`src/rtl/imem_boot_loader.sv`:
```
// Byte-stream boot loader: assembles little-endian words into instruction memory and
// holds the MIPS core in reset until a complete image is in place. Define CHECKSUM_EN for a trailing XOR byte.
module imem_boot_loader #(
    parameter int unsigned ADDR_W = 8
) (
    input  logic              clock,
    input  logic              Reset_n,
    input  logic              start,
    input  logic [7:0]        rx_data,
    input  logic              rx_valid,
    output logic              rx_ready,
    output logic              imem_we,
    output logic [ADDR_W-1:0] imem_addr,
    output logic [31:0]       imem_wdata,
    output logic              cpu_reset,
    output logic              busy,
    output logic              done,
    output logic              error
);

    localparam int unsigned DEPTH = 1 << ADDR_W;
    localparam int unsigned IDX_W = ADDR_W + 1;

    typedef enum logic [2:0] {
        S_IDLE,
        S_HDR,
        S_DATA,
        S_WRITE,
        S_CSUM,
        S_DONE,
        S_ERROR
    } state_t;

    state_t             state_q, state_d;
    logic               hdr_idx_q;
    logic [1:0]         byte_idx_q;
    logic [IDX_W-1:0]   word_idx_q;
    logic [15:0]        word_cnt_q;
    logic [23:0]        word_buf_q;
`ifdef CHECKSUM_EN
    logic [7:0]         csum_q;
`endif

    logic               fire;
    logic               start_ok;
    logic               last_word;
    logic [15:0]        hdr_n;
    logic               rx_ready_d, imem_we_d, cpu_reset_d, busy_d, done_d, error_d;

    // rx_ready mirrors the current state, so a transfer is a plain handshake
    assign fire      = rx_valid & rx_ready;
    assign start_ok  = start & ((state_q == S_IDLE) | (state_q == S_DONE) | (state_q == S_ERROR));
    assign hdr_n     = {rx_data, word_cnt_q[7:0]};
    assign last_word = (32'(word_idx_q) + 32'd1) == 32'(word_cnt_q);

    // State register
    always_ff @(posedge clock or negedge Reset_n) begin
        if (!Reset_n) state_q <= S_IDLE;
        else          state_q <= state_d;
    end

    // Next-state logic
    always_comb begin
        state_d = state_q;
        case (state_q)
            S_IDLE:  if (start) state_d = S_HDR;
            S_HDR: begin
                if (fire && hdr_idx_q) begin
                    if (hdr_n == 16'd0 || 32'(hdr_n) > DEPTH) state_d = S_ERROR;
                    else                                      state_d = S_DATA;
                end
            end
            S_DATA:  if (fire && byte_idx_q == 2'd3) state_d = S_WRITE;
            S_WRITE: begin
                if (last_word) begin
`ifdef CHECKSUM_EN
                    state_d = S_CSUM;
`else
                    state_d = S_DONE;
`endif
                end else begin
                    state_d = S_DATA;
                end
            end
`ifdef CHECKSUM_EN
            S_CSUM:  if (fire) state_d = (rx_data == csum_q) ? S_DONE : S_ERROR;
`endif
            S_DONE:  if (start) state_d = S_HDR;
            S_ERROR: if (start) state_d = S_HDR;
            default: state_d = S_IDLE;
        endcase
    end

    // Output decode of the upcoming state; registered below so outputs track state_q
    always_comb begin
        rx_ready_d  = 1'b0;
        imem_we_d   = 1'b0;
        cpu_reset_d = 1'b1;
        busy_d      = 1'b0;
        done_d      = 1'b0;
        error_d     = 1'b0;
        case (state_d)
            S_HDR, S_DATA, S_CSUM: begin
                rx_ready_d = 1'b1;
                busy_d     = 1'b1;
            end
            S_WRITE: begin
                imem_we_d = 1'b1;
                busy_d    = 1'b1;
            end
            S_DONE: begin
                cpu_reset_d = 1'b0;
                done_d      = 1'b1;
            end
            S_ERROR: error_d = 1'b1;
            default: ;
        endcase
    end

    always_ff @(posedge clock or negedge Reset_n) begin
        if (!Reset_n) begin
            rx_ready  <= 1'b0;
            imem_we   <= 1'b0;
            cpu_reset <= 1'b1;
            busy      <= 1'b0;
            done      <= 1'b0;
            error     <= 1'b0;
        end else begin
            rx_ready  <= rx_ready_d;
            imem_we   <= imem_we_d;
            cpu_reset <= cpu_reset_d;
            busy      <= busy_d;
            done      <= done_d;
            error     <= error_d;
        end
    end

    // Header capture, word assembly and write address/data
    always_ff @(posedge clock or negedge Reset_n) begin
        if (!Reset_n) begin
            hdr_idx_q  <= 1'b0;
            byte_idx_q <= 2'd0;
            word_idx_q <= '0;
            word_cnt_q <= 16'd0;
            word_buf_q <= 24'd0;
            imem_addr  <= '0;
            imem_wdata <= 32'd0;
`ifdef CHECKSUM_EN
            csum_q     <= 8'd0;
`endif
        end else begin
            if (start_ok) begin
                hdr_idx_q <= 1'b0;
`ifdef CHECKSUM_EN
                csum_q    <= 8'd0;
`endif
            end
            if (fire && state_q == S_HDR) begin
                if (!hdr_idx_q) begin
                    word_cnt_q[7:0] <= rx_data;
                    hdr_idx_q       <= 1'b1;
                end else begin
                    word_cnt_q[15:8] <= rx_data;
                    word_idx_q       <= '0;
                    byte_idx_q       <= 2'd0;
                end
            end
            if (fire && state_q == S_DATA) begin
                byte_idx_q <= byte_idx_q + 2'd1;
`ifdef CHECKSUM_EN
                csum_q     <= csum_q ^ rx_data;
`endif
                case (byte_idx_q)
                    2'd0: word_buf_q[7:0]   <= rx_data;
                    2'd1: word_buf_q[15:8]  <= rx_data;
                    2'd2: word_buf_q[23:16] <= rx_data;
                    default: begin
                        imem_addr  <= word_idx_q[ADDR_W-1:0];
                        imem_wdata <= {rx_data, word_buf_q};
                    end
                endcase
            end
            if (state_q == S_WRITE) word_idx_q <= word_idx_q + IDX_W'(1);
        end
    end

endmodule

```
`config.mk`:
```
export PLATFORM = sky130hd
export DESIGN_NAME = imem_boot_loader
export DESIGN_NICKNAME = d
export VERILOG_FILES = /design/src/rtl/imem_boot_loader.sv
export SDC_FILE = /design/constraint.sdc
export NUM_CORES = 1
export LEC_CHECK = 0
export ABC_CLOCK_PERIOD_IN_PS = 2029
export CAP_MARGIN = 20
export CORE_MARGIN = 2
export CORE_UTILIZATION = 45
export CTS_CLUSTER_SIZE = 28
export DETAILED_ROUTE_END_ITERATION = 10
export PLACE_DENSITY = 0.7
export SLEW_MARGIN = 20
export SYNTH_ARGS = -nofsm -noshare
export SYNTH_HDL_FRONTEND = slang
export SYNTH_SLANG_ARGS = --single-unit
export TNS_END_PERCENT = 5
```
`constraint.sdc`:
```
create_clock -name clock -period 2.03 [get_ports clock]
set_input_delay 0.406 -clock clock [delete_from_list [all_inputs] [get_ports clock]]
set_output_delay 0.406 -clock clock [all_outputs]
set_load 0.01 [all_outputs]
```
Word level (Yosys, flattened, before mapping)
Index checks and enable logic that the tools add are counted.
{"block": "totals", "regBits": 101, "latchBits": 0, "ram_bits": 0, "mem_bits_ro": 0, "in_bits": 12, "out_inout_bits": 46, "wordCells": 87, "mem_count": 0}
{"block": "classes", "addsub": 3, "multipliers": 0, "div_mod_pow": 0, "order_cmp": 1, "eq_ne": 15, "n_shift": 0, "n_mux": 21, "bitwise": 6, "reduce_logical": 24}
{"operator": "2-to-1 mux 9 bit", "n": 3}
{"operator": "== test 10 x 16 -> 1 bit", "n": 1}
{"operator": "> comparator 16 x 9 -> 1 bit, second input constant", "n": 1}
{"operator": "zero test 16 bit", "n": 1}
{"operator": "AND reduction 2 bit", "n": 8}
{"operator": "== test 3 bit, second input constant", "n": 5}
{"operator": "2-to-1 mux 3 bit", "n": 5}
{"operator": "== test 3 x 2 -> 1 bit, second input constant", "n": 4}
{"operator": "case mux 3 bit (4 select lines)", "n": 1}
{"operator": "adder 9 x 1 -> 10 bit, second input constant", "n": 1}
{"operator": "adder 9 x 1 -> 9 bit, second input constant", "n": 1}
{"operator": "2-to-1 mux 1 bit", "n": 9}
{"operator": "OR reduction 3 bit", "n": 3}
{"operator": "nonzero test 2 bit", "n": 4}
{"operator": "== test 3 x 1 -> 1 bit, second input constant", "n": 2}
{"operator": "2-to-1 mux 2 bit", "n": 3}
{"operator": "== test 2 bit, second input constant", "n": 2}
{"operator": "logical AND 1 bit", "n": 4}
{"operator": "OR reduction 4 bit", "n": 1}
{"operator": "zero test 3 bit", "n": 1}
{"operator": "adder 2 x 1 -> 2 bit, second input constant", "n": 1}
{"operator": "bitwise AND 1 bit", "n": 2}
{"operator": "== test 2 x 1 -> 1 bit, second input constant", "n": 1}
{"operator": "zero test 2 bit", "n": 1}
{"operator": "other kinds (3)", "n": 5}

Logic depth before layout (Yosys ltp)
Gate-level depths: netlist of run 1.
{"block": "logic_depth", "word_depth": 8, "ltp_mapped": 8, "depth_no_buf": 6}

Worst setup path after synthesis of run 1
OpenSTA, ideal clock, no wires.
{"block": "synth_timing", "kind": "in2reg", "start": "input rx_data[1]", "end": "register done", "setup_ps": 118, "arrival_time_ps": 1901, "t_required_ps": 1912, "path_slack_ps": 11, "path_stages": 5, "path_buffers": 0, "cell_sequence": "or4_1 or4_4 a31oi_4 nor2_1 a21o_1"}
{"block": "synth_between", "elab_chain_cells": 7, "elab_cells_between_ends": 8, "classes_between": "order compare (1); eq/ne (1); mux (4); reduce/logical (2)"}
{"element": "start: declaration", "line": "9", "text": "input logic [7:0] rx_data,"}
{"element": "> comparator 16 x 9 -> 1 bit or zero test 16 bit (tied branches)", "line": "69", "text": "if (hdr_n == 16'd0 || 32'(hdr_n) > DEPTH) state_d = S_ERROR;"}
{"element": "logical OR 1 bit *", "line": "69"}
{"element": "2-to-1 mux 3 bit *", "line": "69"}
{"element": "2-to-1 mux 3 bit *", "line": "68", "text": "if (fire && hdr_idx_q) begin"}
{"element": "case mux 3 bit (4 select lines) *", "line": "65", "text": "case (state_q)"}
{"element": "== test 3 bit *", "line": "102", "text": "case (state_d)"}
{"element": "2-to-1 mux 1 bit *", "line": "102"}
{"element": "named net done_d", "line": "48", "text": "logic rx_ready_d, imem_we_d, cpu_reset_d, busy_d, done_d, error_d;"}
{"element": "end signal: assignment", "line": "133", "text": "done <= done_d;"}
{"element": "end: declaration", "line": "17", "text": "output logic done,"}
Mark *: on every way through the listed nets, which the timed path passes. The rest lies on a longest branch.
A chain may end at the register's enable or synchronous reset.

Worst setup path in the final report of run 1
{"block": "layout_timing", "start": "input rx_data[7]", "end": "register done"}
Same word-level chain as after synthesis.

==> results of run 1 <==
[timing repair]
item / 4_1_cts / 5_1_grt
hold endpoints to repair: 19 / 0
resized for setup: 4 / 4
pin swaps: 2 / 1
gates cloned: 0 / 0
endpoints found under the setup margin: 8 / 8
hold buffers: 1 / 0
[metal layers]
layer,wire (um),global-route usage (%),share of wire [%]
met2,4933,33.13,48
met3,494,5.576,4.8
met5,0,0,0
met1,4677,25.64,46
met4,134,4.151,1.3
[synth_stat cells (all sizes together), types with 4 or more instances]
| library cell | number | area, sq um |
|---|---|---|
| ha | 5 | 62.56 |
| nor2 | 9 | 33.78 |
| nand3 | 6 | 30.03 |
| xor2 | 9 | 78.83 |
| mux2 | 64 | 720.7 |
| or4 | 7 | 60.06 |
| a31oi | 5 | 46.29 |
| nand4 | 7 | 43.79 |
| inv | 7 | 26.28 |
| dfrtp | 100 | 2502 |
| o21ai | 14 | 70.06 |
| nor4 | 4 | 55.05 |
| buf | 13 | 65.06 |
| nand2b | 4 | 25.02 |
| nand2 | 58 | 217.7 |
| and2 | 4 | 25.02 |
| a21oi | 7 | 35.03 |
| clkbuf | 8 | 30.03 |
[metrics by stage]
stage	cell area [sq um]	cells	setup TNS [ps]	hold slack (ps)	power [mW]
2_1_floorplan	4496	372	0	110.4	4.618
3_3_place_gp	5588	593	-17640	326.5	5.767
3_5_place_dp	5588	593	-19660	333.2	5.886
4_1_cts	5796	610	0	471.6	7.175
5_1_grt	5808	610	-449.3	501.9	7.574
6_report	5808	610	0	471.1	7.133
[logic make-up (layout without fill, tap and decap cells)]
kind of cell               count (synthesis)  in the layout
AOI/OAI and AO/OA                         49             49
xor gates and xnor gates                  11             11
adders and majority gates                  5              5
buffers and inverters                     28            133
DFF                                      101            101
muxes                                     64             64
and+or+nand+nor                          114            114
[how the worst max path moves through the flow]
stage | from | endpoint | slack [ps] | cells after the start
CTS | word_idx_q[0] | rx_ready | 2 | 6
floorplan | rx_data[1] | done | 10 | 5
global placement | rx_data[4] | done | -520 | 6
global route | word_idx_q[0] | busy | -90 | 6
finish | rx_data[7] | done | 10 | 6
detailed placement | rx_data[4] | done | -540 | 6
[state kept, by name (all words and copies together), names as in the netlist, 2 cells and up]
signal	flops
imem_addr	8
imem_wdata	32
word_buf_q	24
word_cnt_q	16
byte_idx_q	2
word_idx_q	9
state_q	3
[worst max-delay path, delay by kind of cell]
family                 cells  cell delay, ps
AOI/OAI and AO/OA          2             320
and+or+nand+nor            3            1120
buffers and inverters      1             430
[layout make-up]
| type | count | area [sq um] | area share (%) |
|---|---|---|---|
| Clock buffer | 9 | 123.9 | 2.133 |
| Clock inverter | 7 | 68.82 | 1.185 |
| Inverter | 7 | 26.28 | 0.4524 |
| Multi-Input combinational cell | 243 | 1863 | 32.08 |
| Sequential cell | 101 | 2531 | 43.58 |
| Tap cell | 133 | 166.4 | 2.865 |
| Timing Repair Buffer | 110 | 1028 | 17.71 |
[power breakdown]
| part | switching [mW] | internal (mW) | total (mW) |
|---|---|---|---|
| Combinational | 1.20 | 1.52 | 2.71 |
| Clock | 0.772 | 0.478 | 1.25 |
| Sequential | 0.437 | 2.73 | 3.17 |
==> impl_results.md, run 1 <==
- First-pass GRT wire length: 16.99 mm
- Yosys warns: 0
- GP Congestion: 0.8675
- Vias/cell: 5.382
- Std cell rows: 36
- CTS tree: done
- Clock Skews: 17.00 ps
- Final WL: 10.24 mm
- Die H: 104.0 um
- DP HPWL: 7.165 mm
- CP max stage cell: or4_4
- Post-synthesis adder-cell area fraction: 1.392%
- Multiplexer share of the synthesized area: 16.03%
- Layout cells sized above 1: 31.03%
- CTS sink cnt: 101
- Syn_nets: 389
- Reg2Reg Setup Slack: 20 ps
- CTS H-tree depth: 3
- DR WL/cell: 16.79 um
- Total CTS buffers: 9
- Area Growth Syn to Fin: 29.20%
- Xor and xnor area share after synthesis: 2.143%
- Avg Cell Area, Syn: 12.08 sq um
- Clock Path Buffers: 2
- Via count: 3,283
- Worst-path clk slew: 100 ps
- Initial antenna violation count: 0
- Unrepaired setup endpoints after global routing: yes
- Clock latency on the worst-skew pair: 370 ps
- Hold WC Path Type: in2async
- Antenna Cells: 0
- Dpl ws: -538.9 ps
- Global Route Usage Sum: 19.73%
- Max-slew headroom: 75.69%
- CTS root buf: clkbuf_8
- Reg-to-reg endpoint: rx_ready
- CP max stage delay: 560 ps
- Initial Util: 46.21%
- Fmax: 496.1 MHz
- Pins Over Slew Limit: 0
- Post-synth EDFFs: 0
- Gr ovfl total: 0
- Crit-path cells: clkdlybuf4s50_1 -> or4_1 -> or4_4 -> a31oi_4 -> nor2_1 -> a21o_1
- Die X: 104.0 um
- Top fanout value on the critical path: 3
- FILL cells: 841
- Largest net degree at the start of global routing: 42
- RR Startpoint: word_idx_q[1]
- Simple-gate portion of the synthesized area: 13.33%
- Synth Instances: 372
- Fin crit share: 99.30%
- Commonest non-fill, non-tap cells in the layout: 98 x dfrtp_1, 64 x mux2_2, 58 x nand2_1
- Setup ws final: 14.21 ps
- Worst path arrival time: 2280 ps
- Synthesized cell area: 4496 sq um
- Commonest non-fill, non-tap cell in the layout: dfrtp_1
- Req. time, crit path: 2300 ps
- Setup CP Type: in2reg
- Worst VDD drop: 0.7263 mV
- Final core occ: 59.70%
- Seq/Total Area, Yosys: 56.25%
- Final ANT Viol Nets: 0
- Ys flop type: dfrtp_1
- DRC: 0
- PortBufs: 57
- Max-Cap Viols: 0
- Min cycle time layout: 2016 ps
- Final setup fails: 0
- Yosys cell types: 47
- #FFs+latches synth: 101
- Post-synthesis compound-gate area fraction: 8.155%
- Drt first-iter violations: 135
- Main combinational cell family by area after synthesis: multiplexers
- Critical Path Start Type: input port
- Lkg Pwr: 2.680 nW
- First-pass detailed-route iteration total: 5
- # Post-CTS Setup Buffers: 0
- Status: complete, no violations
- IO Pins: 58
- Async SR Flop Fraction: 100.0%
- CP Capture Type: flop
- Placeable Area: 9729 sq um
- Final #Nets: 489
- Power density over the cells: 1228 nW/um^2
- Fin. Hold Viols: 0
- Total Die Area: 10,810 sq um
- Worst slew pin tran: 364.6 ps
- Worst reg-to-reg path cell count: 6
- Vias in the first global route: 3,407
Note: power is estimated with default switching activity, not from simulation.
==> run 2, diff against run 1 <==
--- a/config.mk
+++ b/config.mk
@@ -12,7 +12,7 @@
 export CTS_CLUSTER_SIZE = 28
 export DETAILED_ROUTE_END_ITERATION = 10
 export PLACE_DENSITY = 0.7
-export SLEW_MARGIN = 20
+export SLEW_MARGIN = 10
 export SYNTH_ARGS = -nofsm -noshare
 export SYNTH_HDL_FRONTEND = slang
 export SYNTH_SLANG_ARGS = --single-unit
==> results of run 2 <==
The final DEF is identical to that of run 1; final timing and power are the same.
